`src/rtl/bram_load_ctrl.sv`:
```
// Frame load/readback controller for a simple dual-port BRAM with 1-cycle read latency.
// Optional sticky error flag for ignored requests: define BRAM_LOAD_CTRL_ERR_EN.
module bram_load_ctrl #(
  parameter int BIT_DEPTH  = 8,
  parameter int ADDR_WIDTH = 10,
  parameter int DEPTH      = 784
) (
  input  logic                  clk,
  input  logic                  rst,
  input  logic                  load_start,
  input  logic                  rd_start,
  input  logic                  abort,
  input  logic                  s_valid,
  input  logic [BIT_DEPTH-1:0]  s_data,
  output logic                  s_ready,
  output logic                  bram_wr_en,
  output logic [ADDR_WIDTH-1:0] bram_wr_addr,
  output logic [BIT_DEPTH-1:0]  bram_data_in,
  output logic                  bram_rd_en,
  output logic [ADDR_WIDTH-1:0] bram_rd_addr,
  input  logic [BIT_DEPTH-1:0]  bram_data_out,
  output logic                  m_valid,
  output logic [BIT_DEPTH-1:0]  m_data,
  output logic                  m_last,
  output logic                  frame_ready
`ifdef BRAM_LOAD_CTRL_ERR_EN
  ,
  output logic                  err
`endif
);

  localparam logic [ADDR_WIDTH-1:0] LAST_ADDR = ADDR_WIDTH'(DEPTH - 1);

  typedef enum logic [1:0] {IDLE, LOAD, FULL, READ} state_t;

  state_t                state_q, state_d;
  logic [ADDR_WIDTH-1:0] wr_cnt_q, wr_cnt_d;
  logic [ADDR_WIDTH-1:0] rd_cnt_q, rd_cnt_d;
  logic                  m_valid_q, m_valid_d;
  logic                  m_last_q, m_last_d;

  assign s_ready      = (state_q == LOAD);
  assign bram_wr_en   = s_valid & s_ready;
  assign bram_wr_addr = wr_cnt_q;
  assign bram_data_in = s_data;
  assign bram_rd_en   = (state_q == READ);
  assign bram_rd_addr = rd_cnt_q;
  assign frame_ready  = (state_q == FULL);
  assign m_valid      = m_valid_q;
  assign m_last       = m_last_q;
  // BRAM output is only meaningful in the cycle after a read was issued.
  assign m_data       = m_valid_q ? bram_data_out : '0;

  always_comb begin
    state_d   = state_q;
    wr_cnt_d  = wr_cnt_q;
    rd_cnt_d  = rd_cnt_q;
    m_valid_d = bram_rd_en;
    m_last_d  = bram_rd_en && (rd_cnt_q == LAST_ADDR);
    if (abort) begin
      state_d  = IDLE;
      wr_cnt_d = '0;
      rd_cnt_d = '0;
    end else begin
      case (state_q)
        IDLE: begin
          if (load_start) begin
            state_d  = LOAD;
            wr_cnt_d = '0;
          end
        end
        LOAD: begin
          if (bram_wr_en) begin
            if (wr_cnt_q == LAST_ADDR) begin
              state_d  = FULL;
              wr_cnt_d = '0;
            end else begin
              wr_cnt_d = wr_cnt_q + 1'b1;
            end
          end
        end
        FULL: begin
          if (load_start) begin
            state_d  = LOAD;
            wr_cnt_d = '0;
          end else if (rd_start) begin
            state_d  = READ;
            rd_cnt_d = '0;
          end
        end
        READ: begin
          if (rd_cnt_q == LAST_ADDR) begin
            state_d  = FULL;
            rd_cnt_d = '0;
          end else begin
            rd_cnt_d = rd_cnt_q + 1'b1;
          end
        end
        default: state_d = IDLE;
      endcase
    end
  end

  always_ff @(posedge clk or posedge rst) begin
    if (rst) begin
      state_q   <= IDLE;
      wr_cnt_q  <= '0;
      rd_cnt_q  <= '0;
      m_valid_q <= 1'b0;
      m_last_q  <= 1'b0;
    end else begin
      state_q   <= state_d;
      wr_cnt_q  <= wr_cnt_d;
      rd_cnt_q  <= rd_cnt_d;
      m_valid_q <= m_valid_d;
      m_last_q  <= m_last_d;
    end
  end

`ifdef BRAM_LOAD_CTRL_ERR_EN
  logic err_q, err_d;
  logic ignored;

  assign err = err_q;

  // Requests that the current state drops on the floor.
  always_comb begin
    ignored = 1'b0;
    case (state_q)
      IDLE:    ignored = rd_start;
      LOAD:    ignored = rd_start;
      READ:    ignored = rd_start | load_start;
      default: ignored = 1'b0;
    endcase
    err_d = abort ? 1'b0 : (err_q | ignored);
  end

  always_ff @(posedge clk or posedge rst) begin
    if (rst) err_q <= 1'b0;
    else     err_q <= err_d;
  end
`endif

endmodule

```
`config.mk`:
```
export PLATFORM = sky130hd
export DESIGN_NAME = bram_load_ctrl
export DESIGN_NICKNAME = d
export VERILOG_FILES = /design/src/rtl/bram_load_ctrl.sv
export SDC_FILE = /design/constraint.sdc
export NUM_CORES = 1
export LEC_CHECK = 0
export CORE_ASPECT_RATIO = 1.2
export CORE_MARGIN = 4
export CORE_UTILIZATION = 42
export DETAILED_ROUTE_END_ITERATION = 7
export GPL_TIMING_DRIVEN = 0
export HOLD_SLACK_MARGIN = 0.1
export PLACE_DENSITY = 0.82
export SLEW_MARGIN = 20
export SYNTH_ARGS = -nofsm -noshare
export SYNTH_HDL_FRONTEND = slang
export SYNTH_SLANG_ARGS = --single-unit
```
`constraint.sdc`:
```
create_clock -name clk -period 2.12 [get_ports clk]
set_clock_uncertainty 0.2 [all_clocks]
set_input_delay 0.318 -clock clk [delete_from_list [all_inputs] [get_ports clk]]
set_output_delay 0.318 -clock clk [all_outputs]
set_load 0.02 [all_outputs]
```
* After elaboration in Yosys (flattened, before gate mapping)
Cells that the tools add are included.
Operators by class: add/sub/neg operators 2, equality and inequality tests 13, muxes and demuxes 19, bitwise gates (word level) 1, reduce and logical (&&, ||, !) cells 8
Operator list (count):
- 2-to-1 mux 10 bit | 8
- case mux 10 bit (2 select lines) | 2
- adder 10 x 1 -> 10 bit (second input constant) | 2
- == test 10 bit (second input constant) | 2
- 2-to-1 mux 2 bit | 7
- != test 3 x 2 -> 1 bit (second input constant) | 3
- != test 3 bit (second input constant) | 3
- 2-to-1 mux 8 bit | 1
- case mux 2 bit (4 select lines) | 1
- AND reduction 3 bit | 2
- nonzero test 3 bit | 2
- AND reduction 5 bit | 1
- == test 2 bit (second input constant) | 2
- != test 4 bit (second input constant) | 1
- != test 3 x 1 -> 1 bit (second input constant) | 1
- == test 2 x 1 -> 1 bit (second input constant) | 1
- logical NOT 2 bit | 1
- OR reduction 2 bit | 1
- AND 1 bit | 1
- logical AND 1 bit | 1
Storage, ports and cells: flip-flop bits (word level) 24, input port bits 22, output and inout port bits 42

* Depth between registers and ports, before layout
Gate-level depths: netlist of run 1.
depth after elaboration 5, depth in mapped cells 7, depth with buffers taken out 5

* Worst setup path before layout of run 1
OpenSTA, ideal clock, no wires.
kind reg2reg, start reg rd_cnt_q[1], in the netlist bram_rd_addr[1], end reg rd_cnt_q[0], in the netlist bram_rd_addr[0], data arrival time 1.741 ns, required time 1.795 ns, path slack 0.054 ns, cell stages (with the launch flop) 7, buffers on the path 2, clock period less this slack 2.066 ns, path through dfrtp_1 ha_1 and3_1 clkbuf_1 a41oi_2 buf_2 mux2_2
Between the ends: cells in the longest elaborated chain, start to end 4
RTL lines:
- start, declared | line 38 | logic [ADDR_WIDTH-1:0] rd_cnt_q, rd_cnt_d;
- start signal, assigned | line 114 | rd_cnt_q <= rd_cnt_d;
- == test 10 bit | line 92 | if (rd_cnt_q == LAST_ADDR) begin
- 2-to-1 mux 10 bit | line 92
- case mux 10 bit (2 select lines) | line 65 | case (state_q)
- 2-to-1 mux 10 bit | line 60 | if (abort) begin
No other way between the ends. A chain may end at the register's enable or synchronous reset.

* Final worst setup path of run 1
start in bram_data_out[6], end out m_data[6]
Between the ends: cells in the longest elaborated chain, start to end 1
RTL lines:
- start, declared | line 21 | input logic [BIT_DEPTH-1:0] bram_data_out,
- 2-to-1 mux 8 bit | line 52 | assign m_data = m_valid_q ? bram_data_out : '0;
- end, declared | line 23 | output logic [BIT_DEPTH-1:0] m_data,
No other way between the ends.

==> flow_summary.toml, run 1 <==
[timing]
rsz0062_at_grt = "no"
setup_tns_ns = 0
slew_viol_final = 0
tightest_slew_ns = 0.914
fin_ws_ns = 0.118
whs_ns = 0.329
max_slew_margin = 0.390
finalSetupViolations = 0
hold_violations = 0
finalCriticalPeriod_ns = 2.00
fmax_mhz = 499
fin_crit_sh = 0.944

[power]
ir_drop_uv = 346
p_leak_uw = 0.000945
power.total_uw = 880
powerDensity_mw_per_mm2 = 406

[hold_path]
whs_path_depth = 1
hold_path.class = "flop to flop"
hold_path_startpoint = "bram_rd_addr[3]$_DFFE_PP0P_"
min_to = "bram_rd_addr[3]$_DFFE_PP0P_"

[logic_synthesis]
synth_area_mm2 = 0.00148
syn_inst = 159
yosysTopAreaCell = "dfrtp_1"
ys.flop_type = "dfrtp_1"
async_flop_share = 1.00
ys_seq_area_frac = 0.405
synthesis.nets = 183
synth_top_cell_area_share = 0.405
synth_area_per_cell_um2 = 9.32
synth_edf_count = 0
synthTopCellsByArea = "dfrtp_1 41%, and2_1 4.6%, buf_4 4.6%, nand2_1 3.0%, a31oi_1 3.0%"
synth.distinct_cells = 45
ys_ff_latch = 24
yosysWarnings = 0

[placed_design]
place_area_mm2 = 0.00208
hpwl_mm = 2.81
gp_congestion = 0.851
io_buffers = 55
place_ws_ns = -0.369

[critical_path]
r2r_cells = 5
r2r-start = "bram_rd_addr[4]$_DFFE_PP0P_"
r2r_end = "bram_rd_addr[0]$_DFFE_PP0P_"
ff2ff_setup_slack_ns = 0.13
setup.worst_path.end_class = "output port"
critPathLaunchType = "primary input"
required_ns = 1.60
crit_start = "bram_data_out[6]"
crit_arrival_ns = 1.48
worstPathMaxFanout = 1
path_class = "primary input to output port"

[die]
dieHeight_um = 73.1
io_pins = 64
die_w_um = 62.2
std_cell_rows = 23
core_mm2 = 0.00337
initial_core_util = 0.440
die_area_mm2 = 0.00455

[drt]
drt-total-wl_mm = 3.68
vias = 1390
drt-pass1-iter-count = 4
routedWlPerCell_um = 14.4
drc = 0
drtIter0Drc = 31
ant_nets = 0
via_per_inst = 5.45

[cells_and_area]
n_antenna_cell = 0
fill_cells = 277
area_growth_pct = 46.2
final_area_mm2 = 0.00217
fin_nets = 244
drive_above_1_share = 0.138

[global_route]
overflow = 0
grt_antenna_before_repair = 0
grt_usage = 0.160
grt_pass1_vias = 1355
grt_max_degree = 25
grt_pass1_wl_mm = 6.08

[cts]
clock_sinks = 24
cts_root_buffer = "clkbuf_8"
cts_tree = "built"
h-tree-depth = 1
numCtsBuffers = 3
clk_latency_ns = 0.26
cts.reportedPaths.clkPinSlew_ns = 0.08
clockBufferDepth = 2

[flow_run]
maxCapViolCount = 0

[status]
outcome = "completed"
## power by group
group,switching [µW],internal [µW]
Sequential,4.04,462
Combinational,78.5,73.5
Clock,135,127
## layout make-up
| class | count | area, µm² | share of cell area |
|---|---|---|---|
| timing repair buffer | 57 | 564 | 0.260 |
| clock buffer | 3 | 41.3 | 0.0191 |
| multi-input combinational | 110 | 768 | 0.355 |
| tap | 37 | 46.3 | 0.0214 |
| inverter | 8 | 30.0 | 0.0139 |
| buffer | 16 | 116 | 0.0537 |
| sequential | 24 | 601 | 0.277 |
## flip-flops by register name, summed over array words and instances (netlist names)
signal,flops
m_valid,1
m_last,1
bram_wr_addr,10
state_q,2
bram_rd_addr,10
## synthesized netlist by cell type (all sizes together) (3+ instances only)
master and instances:
nand2b 3, o21ai 7, and3 5, buf 13, o31ai 4, nor2b 3, and4 3, nor2 6
o311ai 3, or4 3, dfrtp 24, clkbuf 4, a21oi 7, a31oi 7, a41oi 3, inv 8
and2 11, nand3 5, nand2 12
## layer usage
metal  global-route usage  up-vias  part of all wire
met3               0.0324        2             0.042
met2                0.291       29              0.53
met4               0.0337        0            0.0043
met1                0.193      661              0.43
li1                     -      698                 -
met5                    0        -                 0
## what timing repair did
action | 4_1_cts | 5_1_grt
pin swaps | 1 | 0
resized for setup | 5 | 8
endpoints found under the setup margin | 19 | 17
hold buffers | 0 | 0
hold endpoints to repair | 0 | 0
setup buffers | 1 | 1
## worst max path at each step
stage,end,cells after the start
5_1_grt,bram_rd_addr[9]$_DFFE_PP0P_,6
3_5_place_dp,bram_rd_addr[9]$_DFFE_PP0P_,7
4_1_cts,frame_ready,3
3_3_place_gp,bram_rd_addr[8]$_DFFE_PP0P_,7
6_report,m_data[6],3
2_1_floorplan,bram_rd_addr[0]$_DFFE_PP0P_,6
## metrics by stage
step | util | std cells
floorplan | - | 159
detailed placement | 0.618 | 251
global placement | 0.618 | 251
CTS | 0.635 | 255
finish | 0.644 | 255
global route | 0.644 | 255
## layout by cell type, fill, tap and decap left out, drive strengths merged, types with 4 or more instances in the layout
cell type and count:
a21oi 7, clkbuf 6, inv 8, and3 5, nand2 12, dfrtp 24, nor2 6, o21ai 7
buf 15, a31oi 7, clkdlybuf4s50 51, nand3 5, and2 11, o31ai 4
## worst max-delay path: stages
cell and delay, ns:
clkdlybuf4s50_1 0.44, and2_1 0.12, clkdlybuf4s50_1 0.60
## logic make-up (layout without fill, tap and decap cells)
kind of cell	count (synthesis)	count (layout)	synth area share
mux	2	2	0.0143
buf+inv	25	84	0.0987
simple gates	62	62	0.249
compound gates	41	41	0.198
flops	24	24	0.405
xor+xnor	3	3	0.0177
fa+ha+maj	2	2	0.0169
No activity file was read; power rests on OpenSTA's default activity.
==> inputs of run 2 (changes only) <==
- MAX_ROUTING_LAYER: unset -> met4
==> run 2 against run 1 <==
Routed wire length decreased by 0.52%. Largest cell class unchanged. Final cell count is the same. Critical endpoint unchanged. Largest power group unchanged. Fmax unchanged.
==> flow_summary.toml, run 2 (synthesis results as in run 1) <==
[critical_path]
path_class = "primary input to output port"
setup.worst_path.end_class = "output port"
cp_common_cell = "clkdlybuf4s50_1"
critPathSlowestCell = "clkdlybuf4s50_1"
critPathLaunchType = "primary input"
critPathMaxStageDelay_ns = 0.60
path_cells = "clkdlybuf4s50_1, and2_1, clkdlybuf4s50_1"
crit_arrival_ns = 1.48
crit_family = "buffers and inverters"
worstPathMaxFanout = 1
worst-path-buf-inv = 2
required_ns = 1.60

[cts]
cts_tree = "built"
clockBufferDepth = 2
clk_latency_ns = 0.26
cts.reportedPaths.clkPinSlew_ns = 0.08
numCtsBuffers = 3
cts_root_buffer = "clkbuf_8"
hold_buffers = 0
clock_sinks = 24
h-tree-depth = 1

[die]
initial_core_util = 0.440
die_w_um = 62.2
io_pins = 64
core_mm2 = 0.00337
std_cell_rows = 23
die_area_mm2 = 0.00455
dieHeight_um = 73.1

[drt]
drt-pass1-iter-count = 4
drtIter0Drc = 28
via_per_inst = 5.46
ant_nets = 0
drt-total-wl_mm = 3.67
drc = 0
vias = 1392
routedWlPerCell_um = 14.4

[timing]
hold_violations = 0
max_slew_margin = 0.390
slew_viol_final = 0
setup_tns_ns = 0
finalSetupViolations = 0
tightest_slew_ns = 0.914
rsz0062_at_grt = "no"
fmax_mhz = 499
finalCriticalPeriod_ns = 2.00
fin_crit_sh = 0.944
fin_ws_ns = 0.118

[status]
outcome = "completed"

[power]
ir_drop_uv = 345
p_switching_uw = 218
p_int_uw = 662
powerDensity_mw_per_mm2 = 406
pwr-share-clk = 0.298
sw_frac_of_total = 0.248
seqPwrFrac = 0.530
p_leak_uw = 0.000945
p_comb_frac = 0.173

[hold_path]
hold_path.class = "flop to flop"

[cells_and_area]
area_growth_pct = 46.2
final_area_mm2 = 0.00217
layout_common_cells = "51 x clkdlybuf4s50_1, 24 x dfrtp_1, 12 x nand2_1"
fin_nets = 244
final_common_cell = "clkdlybuf4s50_1"
drive_above_1_share = 0.138
n_antenna_cell = 0
fill_cells = 277

[global_route]
overflow = 0
grt_pass1_vias = 1346
grt_max_degree = 25
grt_pass1_wl_mm = 6.09
grt_usage = 0.165
grt_antenna_before_repair = 0

[placed_design]
place_ws_ns = -0.369
gp_congestion = 0.865
io_buffers = 55
hpwl_mm = 2.81
place_area_mm2 = 0.00208

[flow_run]
maxCapViolCount = 0
-- run 2: through the flow --
step / utilization / hold WS (ns) / std cells / total power, µW
after global routing: 0.644 / 0.369 / 255 / 915
after global placement: 0.618 / 0.311 / 251 / 624
after floorplan: - / 0.133 / 159 / 558
after detailed placement: 0.618 / 0.318 / 251 / 625
final: 0.644 / 0.330 / 255 / 881
after CTS: 0.635 / 0.332 / 255 / 882
-- run 2: worst paths after layout --
kind	start	end	slack [ns]	cells after the start
max in group asynchronous	rst	bram_wr_addr[2]$_DFFE_PP0P_	0.80	2
hold reg to reg	bram_rd_addr[3]$_DFFE_PP0P_	bram_rd_addr[3]$_DFFE_PP0P_	0.33	1
min in group asynchronous	rst	bram_rd_addr[2]$_DFFE_PP0P_	0.35	2
hold / removal	bram_rd_addr[3]$_DFFE_PP0P_	bram_rd_addr[3]$_DFFE_PP0P_	0.33	1
setup reg to reg	bram_rd_addr[4]$_DFFE_PP0P_	bram_rd_addr[0]$_DFFE_PP0P_	0.13	5
setup / recovery	bram_data_out[6]	m_data[6]	0.12	3
-- run 2: what timing repair did --
item	4_1_cts	5_1_grt
setup endpoints to repair	19	17
pin swaps	1	0
gates resized for setup	5	8
buffers inserted	1	1
-- run 2: routing by layer --
layer | up-vias | track usage | share of wire
met4 | 0 | 0.0337 | 0.0076
met3 | 4 | 0.0277 | 0.036
li1 | 702 | - | -
met1 | 655 | 0.197 | 0.43
met5 | - | - | 0
met2 | 31 | 0.291 | 0.53
-- run 2: cell type report --
class / count / area [µm²] / area share
Inverter: 8 / 30.0 / 0.0139
Timing Repair Buffer: 57 / 564 / 0.260
Sequential cell: 24 / 601 / 0.277
Multi-Input combinational cell: 110 / 768 / 0.355
Clock buffer: 3 / 41.3 / 0.0191
Tap cell: 37 / 46.3 / 0.0214
Buffer: 16 / 116 / 0.0537
-- run 2: power by group through the flow --
stage	Clock (µW)	Sequential (µW)	Combinational [µW]
4_1_cts	267	466	149
5_1_grt	282	467	166
2_1_floorplan	0	479	79.3
3_3_place_gp	0	475	148
3_5_place_dp	0	475	150
6_report	262	466	152
